File: config.mk
export PLATFORM = sky130hd
export DESIGN_NAME = ahb_bus_arbiter
export DESIGN_NICKNAME = d
export VERILOG_FILES = /design/src/rtl/ahb_bus_arbiter.sv
export SDC_FILE = /design/constraint.sdc
export NUM_CORES = 1
export LEC_CHECK = 0
export BUFFER_PORTS_ARGS = -buffer_cell sky130_fd_sc_hd__buf_4
export CAP_MARGIN = 15
export CORE_AREA = 2 2 50 52
export CTS_BUF_LIST = sky130_fd_sc_hd__clkbuf_4 sky130_fd_sc_hd__clkbuf_8
export DETAILED_ROUTE_END_ITERATION = 10
export DIE_AREA = 0 0 52 54
export GPL_TIMING_DRIVEN = 0
export PLACE_DENSITY = 0.81
export SLEW_MARGIN = 20
export SYNTH_ARGS = -nofsm -noshare
export SYNTH_HDL_FRONTEND = slang
export SYNTH_SLANG_ARGS = --single-unit
File: constraint.sdc
create_clock -name i_hclk -period 2.4 [get_ports i_hclk]
set_clock_uncertainty 0.2 [all_clocks]
set_input_delay 0.48 -clock i_hclk [delete_from_list [all_inputs] [get_ports i_hclk]]
set_output_delay 0.48 -clock i_hclk [all_outputs]
set_load 0.05 [all_outputs]
File: src/rtl/ahb_bus_arbiter.sv
// Round-robin AHB bus arbiter with burst, undefined-length INCR and locked-sequence protection.
// Master 0 is the park master; HGRANT and HMASTER are registered and advance only on HREADY.

module ahb_bus_arbiter_chk #(
  parameter int NUM_MASTERS = 4,
  parameter int MIDX_W      = $clog2(NUM_MASTERS)
) (
  input  logic                   i_hclk,
  input  logic                   i_hreset,
  input  logic [NUM_MASTERS-1:0] i_hgrant,
  input  logic [MIDX_W-1:0]      i_hmaster
);

  localparam logic [MIDX_W:0] NUM_M = NUM_MASTERS[MIDX_W:0];

  a_grant_onehot: assert property (@(posedge i_hclk) disable iff (i_hreset)
    $onehot(i_hgrant));

  a_hmaster_range: assert property (@(posedge i_hclk) disable iff (i_hreset)
    ({1'b0, i_hmaster} < NUM_M));

endmodule

module ahb_bus_arbiter #(
  parameter int NUM_MASTERS = 4,
  parameter int MIDX_W      = $clog2(NUM_MASTERS)
) (
  input  logic                   i_hclk,
  input  logic                   i_hreset,
  input  logic [NUM_MASTERS-1:0] i_hbusreq,
  input  logic [NUM_MASTERS-1:0] i_hlock,
  input  logic [1:0]             i_htrans,
  input  logic [2:0]             i_hburst,
  input  logic                   i_hready,
  input  logic                   i_hresp,
  output logic [NUM_MASTERS-1:0] o_hgrant,
  output logic [MIDX_W-1:0]      o_hmaster,
  output logic                   o_hmastlock
);

  localparam logic [1:0] HTRANS_IDLE   = 2'b00;
  localparam logic [1:0] HTRANS_NONSEQ = 2'b10;
  localparam logic [1:0] HTRANS_SEQ    = 2'b11;

  localparam logic [2:0] HBURST_INCR   = 3'b001;
  localparam logic [2:0] HBURST_WRAP4  = 3'b010;
  localparam logic [2:0] HBURST_INCR4  = 3'b011;
  localparam logic [2:0] HBURST_WRAP8  = 3'b100;
  localparam logic [2:0] HBURST_INCR8  = 3'b101;
  localparam logic [2:0] HBURST_WRAP16 = 3'b110;
  localparam logic [2:0] HBURST_INCR16 = 3'b111;

  localparam logic [NUM_MASTERS-1:0] GRANT_PARK = {{(NUM_MASTERS-1){1'b0}}, 1'b1};
  localparam logic [MIDX_W:0]        NUM_M      = NUM_MASTERS[MIDX_W:0];

  function automatic logic [MIDX_W-1:0] f_onehot_to_idx(input logic [NUM_MASTERS-1:0] oh);
    logic [MIDX_W-1:0] idx;
    idx = {MIDX_W{1'b0}};
    for (int i = 0; i < NUM_MASTERS; i++) begin
      idx = idx | ({MIDX_W{oh[i]}} & i[MIDX_W-1:0]);
    end
    return idx;
  endfunction

  // Remaining beats after the NONSEQ beat of a fixed-length burst.
  function automatic logic [3:0] f_burst_beats(input logic [2:0] hburst);
    logic [3:0] beats;
    case (hburst)
      HBURST_WRAP4,  HBURST_INCR4:  beats = 4'd3;
      HBURST_WRAP8,  HBURST_INCR8:  beats = 4'd7;
      HBURST_WRAP16, HBURST_INCR16: beats = 4'd15;
      default:                      beats = 4'd0;
    endcase
    return beats;
  endfunction

  logic [NUM_MASTERS-1:0] r_hgrant;
  logic [MIDX_W-1:0]      r_hmaster;
  logic                   r_hmastlock;
  logic [3:0]             r_beat_cnt;
  logic                   r_incr_act;
  logic                   r_lock_hold;

  logic [MIDX_W-1:0]      w_owner_idx;
  logic                   w_incr_hold;
  logic                   w_arb_ok;
  logic                   w_found;
  logic [MIDX_W-1:0]      w_winner_idx;
  logic [MIDX_W:0]        w_cand;
  logic [NUM_MASTERS-1:0] w_next_grant;
  logic                   w_grant_moves;
  logic                   w_winner_lock;

  assign w_owner_idx = f_onehot_to_idx(r_hgrant);
  assign w_incr_hold = r_incr_act & i_hbusreq[w_owner_idx];
  assign w_arb_ok    = i_hready & (i_hresp |
                       ((r_beat_cnt <= 4'd1) & ~r_lock_hold & ~w_incr_hold));

  // Scan from owner+k down to owner+1 so the nearest requester after the owner wins; owner is last.
  always_comb begin
    w_found      = 1'b0;
    w_winner_idx = {MIDX_W{1'b0}};
    w_cand       = {(MIDX_W+1){1'b0}};
    for (int k = NUM_MASTERS; k >= 1; k--) begin
      w_cand = {1'b0, w_owner_idx} + k[MIDX_W:0];
      if (w_cand >= NUM_M) begin
        w_cand = w_cand - NUM_M;
      end else begin
        w_cand = w_cand;
      end
      if (i_hbusreq[w_cand[MIDX_W-1:0]]) begin
        w_found      = 1'b1;
        w_winner_idx = w_cand[MIDX_W-1:0];
      end else begin
        w_found      = w_found;
        w_winner_idx = w_winner_idx;
      end
    end
  end

  assign w_next_grant  = w_found ? (GRANT_PARK << w_winner_idx) : GRANT_PARK;
  assign w_grant_moves = w_arb_ok & (w_next_grant != r_hgrant);
  assign w_winner_lock = w_found & i_hlock[w_winner_idx];

  // Grant, handover, beat counting and lock tracking; everything advances only on HREADY.
  always_ff @(posedge i_hclk) begin
    if (i_hreset) begin
      r_hgrant    <= GRANT_PARK;
      r_hmaster   <= {MIDX_W{1'b0}};
      r_hmastlock <= 1'b0;
      r_beat_cnt  <= 4'd0;
      r_incr_act  <= 1'b0;
      r_lock_hold <= 1'b0;
    end else if (i_hready) begin
      r_hmaster   <= w_owner_idx;
      r_hmastlock <= r_lock_hold;

      if (w_arb_ok) begin
        r_hgrant <= w_next_grant;
      end else begin
        r_hgrant <= r_hgrant;
      end

      if (i_hresp) begin
        r_beat_cnt <= 4'd0;
      end else begin
        case (i_htrans)
          HTRANS_NONSEQ: r_beat_cnt <= f_burst_beats(i_hburst);
          HTRANS_SEQ:    r_beat_cnt <= (r_beat_cnt != 4'd0) ? (r_beat_cnt - 4'd1) : r_beat_cnt;
          default:       r_beat_cnt <= r_beat_cnt;
        endcase
      end

      // A new INCR burst on a handover edge belongs to the old owner, so the move wins.
      if (i_hresp || w_grant_moves) begin
        r_incr_act <= 1'b0;
      end else if (i_htrans == HTRANS_NONSEQ && i_hburst == HBURST_INCR) begin
        r_incr_act <= 1'b1;
      end else if (i_htrans == HTRANS_IDLE) begin
        r_incr_act <= 1'b0;
      end else begin
        r_incr_act <= r_incr_act;
      end

      if (i_hresp) begin
        r_lock_hold <= 1'b0;
      end else if (w_arb_ok) begin
        r_lock_hold <= w_winner_lock;
      end else if (!i_hlock[w_owner_idx]) begin
        r_lock_hold <= 1'b0;
      end else begin
        r_lock_hold <= r_lock_hold;
      end
    end else begin
      r_hgrant    <= r_hgrant;
      r_hmaster   <= r_hmaster;
      r_hmastlock <= r_hmastlock;
      r_beat_cnt  <= r_beat_cnt;
      r_incr_act  <= r_incr_act;
      r_lock_hold <= r_lock_hold;
    end
  end

  assign o_hgrant    = r_hgrant;
  assign o_hmaster   = r_hmaster;
  assign o_hmastlock = r_hmastlock;

  ahb_bus_arbiter_chk #(
    .NUM_MASTERS (NUM_MASTERS),
    .MIDX_W      (MIDX_W)
  ) u_chk (
    .i_hclk    (i_hclk),
    .i_hreset  (i_hreset),
    .i_hgrant  (r_hgrant),
    .i_hmaster (r_hmaster)
  );

endmodule

==> metrics, run 1 <==
Leak=0.567 nW; endpoints failing hold=0; post-placement cell area=1310 sq um; H-Tree Depth=1; status=finished, final reports clean; hold endpoint=o_hmaster[0]; Final Cell Area=1390 sq um; DR pass1 iterations=4; asr flop ratio synth=0%; final HPWL from detailed placement=2230 um; clock root cell=clkbuf_4; hold path cells=2; Final Max Slew Viols=0; vias=1,208; layout cells sized above 1=29.2%; fin crit share=99.3%; worst hold slack=0.291 ns; Crit Reg-Reg Endpoint=o_hgrant[0]; Die W=52 um; max-cap violation count=0; Hold Crit Class=reg2reg; hold path start=o_hmaster[0]; largest net degree at the start of global routing=11; CTS buffer count=3; Tmin final=2.38 ns; prevailing post-synth register cell=dfxtp_1; Synth Net Count=164; RSZ-0062 raised after global routing=true; Setup Crit Path Kind=reg2reg; wire per inst=15.4 um; worst path bufs/invs=0; R2R cell count=6; initial antenna violation count=0; Post-synth EDFFs=0; CP delay by family, top=compound AO/OA/AOI/OAI gates; Yosys top cell by area=dfxtp_1; clk_lat worst skew=0.27 ns; worst-path fanout max=11; Max-slew headroom=65.3%; Critical Path, Cell by Cell=mux2_4, a22o_4, or4b_4, o21ai_4, nor2_2, a221o_1; Via density=6.01; global route overflow=0; Max Fclk=0.420 GHz; io pins=24; number of fill cells=224; nets=191; first-pass GRT wire length=4810 um; crit start category=flip-flop; maximum VDD drop=0.000402 V; warnings from Yosys=0; Core ar.=2320 sq um; Final Instance Count excl. Fillers=201; P per Cell Area=545 nW/um^2; final WL=3090 um; Clock transition at path regs=0.08 ns; P&R area growth vs syn=27.2%; Seq/Total Area, Yosys=23.8%; synth top area cells=dfxtp_1 (24%), nor2_1 (6.2%), o21ai_0 (4.6%); # diodes=0; Reg2Reg Setup Slack=0.02 ns; Mapped Avg Cell Area=7.54 sq um; mapped cell area=1090 sq um; # setup viols final=0; Final Util=60.0%; ANT nets after route=0; Iter 0 DRT Violations=38; gr usage total=22.6%; row count=18; Crit path largest cell delay=0.50 ns; Crit path required time=2.36 ns; die height=54 um; worst slew pin tran=0.521 ns; Starting Density=47.1%; Mapped Cells=145; Netlist cell types=48; CTS tree=done; deepest clock path buffer count=2; die area=2810 sq um; # DRC=0; arrival time worst endpoint=2.35 ns; Num Clock Sinks=13; GPL Wtd Cong=0.891; Seq cells post-synth=13; fraction of synthesized cell area taken by the top area cell type=23.8%; setup TNS=0 ns; Worst setup EP type=flip-flop; vias in the first global route=1,159; CP max stage cell=or4b_4; r2r startpoint=o_hgrant[1]; dpl cells=197; Port Buffers=22
worst reg2reg max path, delay by kind of cell, from the launching register on:
kind,cells,cell delay [ns]
multiplexers,1,0.32
AO/OA/AOI/OAI,3,0.78
AND/OR/NAND/NOR,2,0.55
flip-flops,1,0.43
cell usage in the layout, fill, tap and decap left out, types with 4 or more instances in the layout:
master / netlist / final
o21ai_0: 10 / 10
dfxtp_1: 13 / 10
inv_1: 9 / 9
clkbuf_4: 0 / 4
a21oi_1: 9 / 9
nor2_1: 18 / 17
nand2_1: 11 / 11
buf_4: 0 / 25
mux2i_1: 4 / 4
through the flow:
| step | setup slack (ns) | power, mW |
|---|---|---|
| 3_3_place_gp | -0.0838 | 0.571 |
| 2_1_floorplan | -0.00133 | 0.489 |
| 6_report | 0.0170 | 0.758 |
| 4_1_cts | -0.00674 | 0.740 |
| 3_5_place_dp | -0.118 | 0.582 |
| 5_1_grt | -0.0359 | 0.803 |
worst max-delay path by stage:
stage	endpoint	start	cells past startpoint
after floorplan	o_hgrant[0]	o_hgrant[1]	7
after global placement	o_hgrant[0]	i_hbusreq[2]	7
after detailed placement	o_hgrant[0]	o_hgrant[2]	8
after CTS	o_hgrant[0]	o_hgrant[1]	7
after global routing	o_hgrant[0]	o_hgrant[1]	6
final	o_hgrant[0]	o_hgrant[1]	6
metal layers:
layer	GRT usage (%)	wire [um]	up-vias
met2	44.1	1660	39
met5	0	0	-
li1	-	-	593
met3	2.22	122	6
met4	11.0	45	0
met1	24.0	1260	570
final cells by class:
cell class / instances / area (sq um) / share of cell area, %
multi-input cells: 116 / 816 / 58.6
clock buffers: 4 / 30.0 / 2.16
inverters: 9 / 33.8 / 2.43
plain buffers: 5 / 25.0 / 1.80
flip-flops and latches: 13 / 269 / 19.3
well taps: 30 / 37.5 / 2.70
repair buffers: 24 / 180 / 12.9
where the power goes:
group	leakage (nW)	switching (mW)	internal (mW)	total, mW
Combinational	0.441	0.205	0.153	0.357
Clock	0.0184	0.0686	0.0756	0.144
Sequential	0.108	0.0240	0.233	0.257
Total	0.567	0.297	0.461	0.758
cell families after synthesis:
group,share of synthesized area [%]
xor+xnor,0.801
buf+inv,6.41
fa+ha+maj,2.29
mux,8.12
flops,23.8
compound gates,33.6
simple gates,24.9
cells in the mapped netlist (2+ instances only):
cell type / n
a21o_1: 3
a21oi_1: 9
a31oi_1: 3
nor3_1: 3
o211ai_1: 2
a22oi_1: 2
o21a_1: 3
inv_1: 9
ha_1: 2
buf_2: 2
mux2i_1: 4
a221oi_1: 2
a211oi_1: 3
nand2_1: 11
o21ai_0: 10
dfxtp_1: 13
nand2b_1: 3
o31ai_1: 3
nand3_1: 2
and3_1: 2
mux2_2: 3
nor4bb_1: 2
nand3b_1: 3
a32o_1: 2
nor2_1: 18
clkbuf_1: 4
registers in the layout, indices dropped and copies added, names as in the netlist:
| register | cells |
|---|---|
| o_hmaster | 2 |
| r_incr_act | 1 |
| r_beat_cnt | 4 |
| o_hmastlock | 1 |
| o_hgrant | 4 |
| r_lock_hold | 1 |
repair_timing:
| action | CTS | global route |
|---|---|---|
| resized for setup | 5 | 10 |
| gates cloned | 0 | 0 |
| hold buffers | 0 | 0 |
| pin swaps | 0 | 3 |
| setup endpoints to repair | 4 | 5 |
| buffers inserted | 0 | 2 |
Power figures use the tool's default switching activity.
==> run 2, diff against run 1 <==
CORE_AREA = 2 2 61 63   (was 2 2 50 52)
DIE_AREA = 0 0 63 65   (was 0 0 52 54)
PLACE_DENSITY = 0.6   (was 0.81)
RECOVER_POWER = 100   (was unset)
==> metrics, run 2 (same netlist as run 1, synthesis figures left out) <==
deepest clock path buffer count=2; dpl cells=215; worst hold slack=0.292 ns; row count=22; clk_lat worst skew=0.27 ns; fin crit share=97.6%; arrival time worst endpoint=2.30 ns; Worst setup EP type=flip-flop; Final Max Slew Viols=0; Num Clock Sinks=13; Crit path required time=2.36 ns; Via density=5.42; Core ar.=3500 sq um; gr usage total=14.7%; # diodes=0; ANT nets after route=0; Max-slew headroom=60.5%; Starting Density=31.3%; global route overflow=0; H-Tree Depth=1; maximum VDD drop=0.000246 V; Iter 0 DRT Violations=46; crit start category=flip-flop; worst setup margin=0.0564 ns; worst slew pin tran=0.594 ns; wire per inst=13.6 um; largest net degree at the start of global routing=11; clock root cell=clkbuf_4; r2r startpoint=o_hgrant[1]; CTS tree=done; io pins=24; first-pass GRT wire length=4970 um; Port Buffers=22; Worst Setup SP=o_hgrant[1]; vias in the first global route=1,133; final WL=3040 um; endpoints failing hold=0; status=finished, final reports clean; Tmin final=2.34 ns; nets=195; final HPWL from detailed placement=2290 um; worst-path fanout max=8; Final Instance Count excl. Fillers=223; P&R area growth vs syn=30.1%; Place WS=-0.120 ns; GPL Wtd Cong=0.918; layout cells sized above 1=28.6%; hold path start=o_hmaster[1]; # DRC=0; commonest non-fill, non-tap cell in the layout=buf_4; die height=65 um; max-cap violation count=0; Final Cell Area=1420 sq um; Setup Crit Path Kind=reg2reg; die area=4100 sq um; Leak=0.566 nW; initial antenna violation count=0; # setup viols final=0; overall power=0.759 mW; Die W=63 um; post-placement cell area=1330 sq um; vias=1,209; Max Fclk=0.427 GHz; Clock transition at path regs=0.08 ns; Hold Crit Class=reg2reg; DR pass1 iterations=4; P per Cell Area=533 nW/um^2; CTS buffer count=3; most frequent cells in the layout=buf_4 (23), nor2_1 (17), nand2_1 (11)
[run 2: path summary, 6_finish.rpt]
check / endpoint / slack, ns / depth (start not counted)
max reg2reg: o_hgrant[0] / 0.06 / 6
max: o_hgrant[0] / 0.06 / 6
min: o_hmaster[1] / 0.29 / 2
min reg2reg: o_hmaster[1] / 0.29 / 2
[run 2: repair_timing]
action	4_1_cts	5_1_grt
gates resized for setup	4	13
hold buffers	0	0
setup buffers	0	5
pin swaps	0	4
setup endpoints to repair	3	5
[run 2: metal layers]
layer	global-route usage (%)	up-vias	share of wire, %
li1	-	603	-
met1	17.1	570	44
met2	25.4	32	50
met3	3.65	4	5.1
met4	6.67	0	1.2
met5	0	-	0
[run 2: cell type report]
type                            instances  area [sq um]
Fill cell                             379          2070
Multi-Input combinational cell        116           816
Sequential cell                        13           269
Timing Repair Buffer                   27           184
Tap cell                               48          60.1
Inverter                                9          33.8
Clock buffer                            4          30.0
Buffer                                  6          30.0
[run 2: metrics by stage]
stage	TNS [ns]	utilization, %
2_1_floorplan	-0.00133	-
3_3_place_gp	-0.174	38.1
3_5_place_dp	-0.215	38.1
4_1_cts	-0.0217	39.5
5_1_grt	-0.0114	40.7
6_report	0	40.7
[run 2: power by group]
part / internal [mW] / switching [mW] / leakage (nW) / total (mW)
sequential: 0.233 / 0.0179 / 0.108 / 0.250
combinational: 0.155 / 0.207 / 0.440 / 0.362
clock: 0.0756 / 0.0708 / 0.0184 / 0.146
total: 0.463 / 0.296 / 0.566 / 0.759
[run 2: critical path: stages, from the launching register on]
cell	delay [ns]
dfxtp_4	0.40
mux2_4	0.30
a22o_1	0.22
or4b_4	0.50
o21ai_4	0.24
nor2_2	0.05
a221o_1	0.31
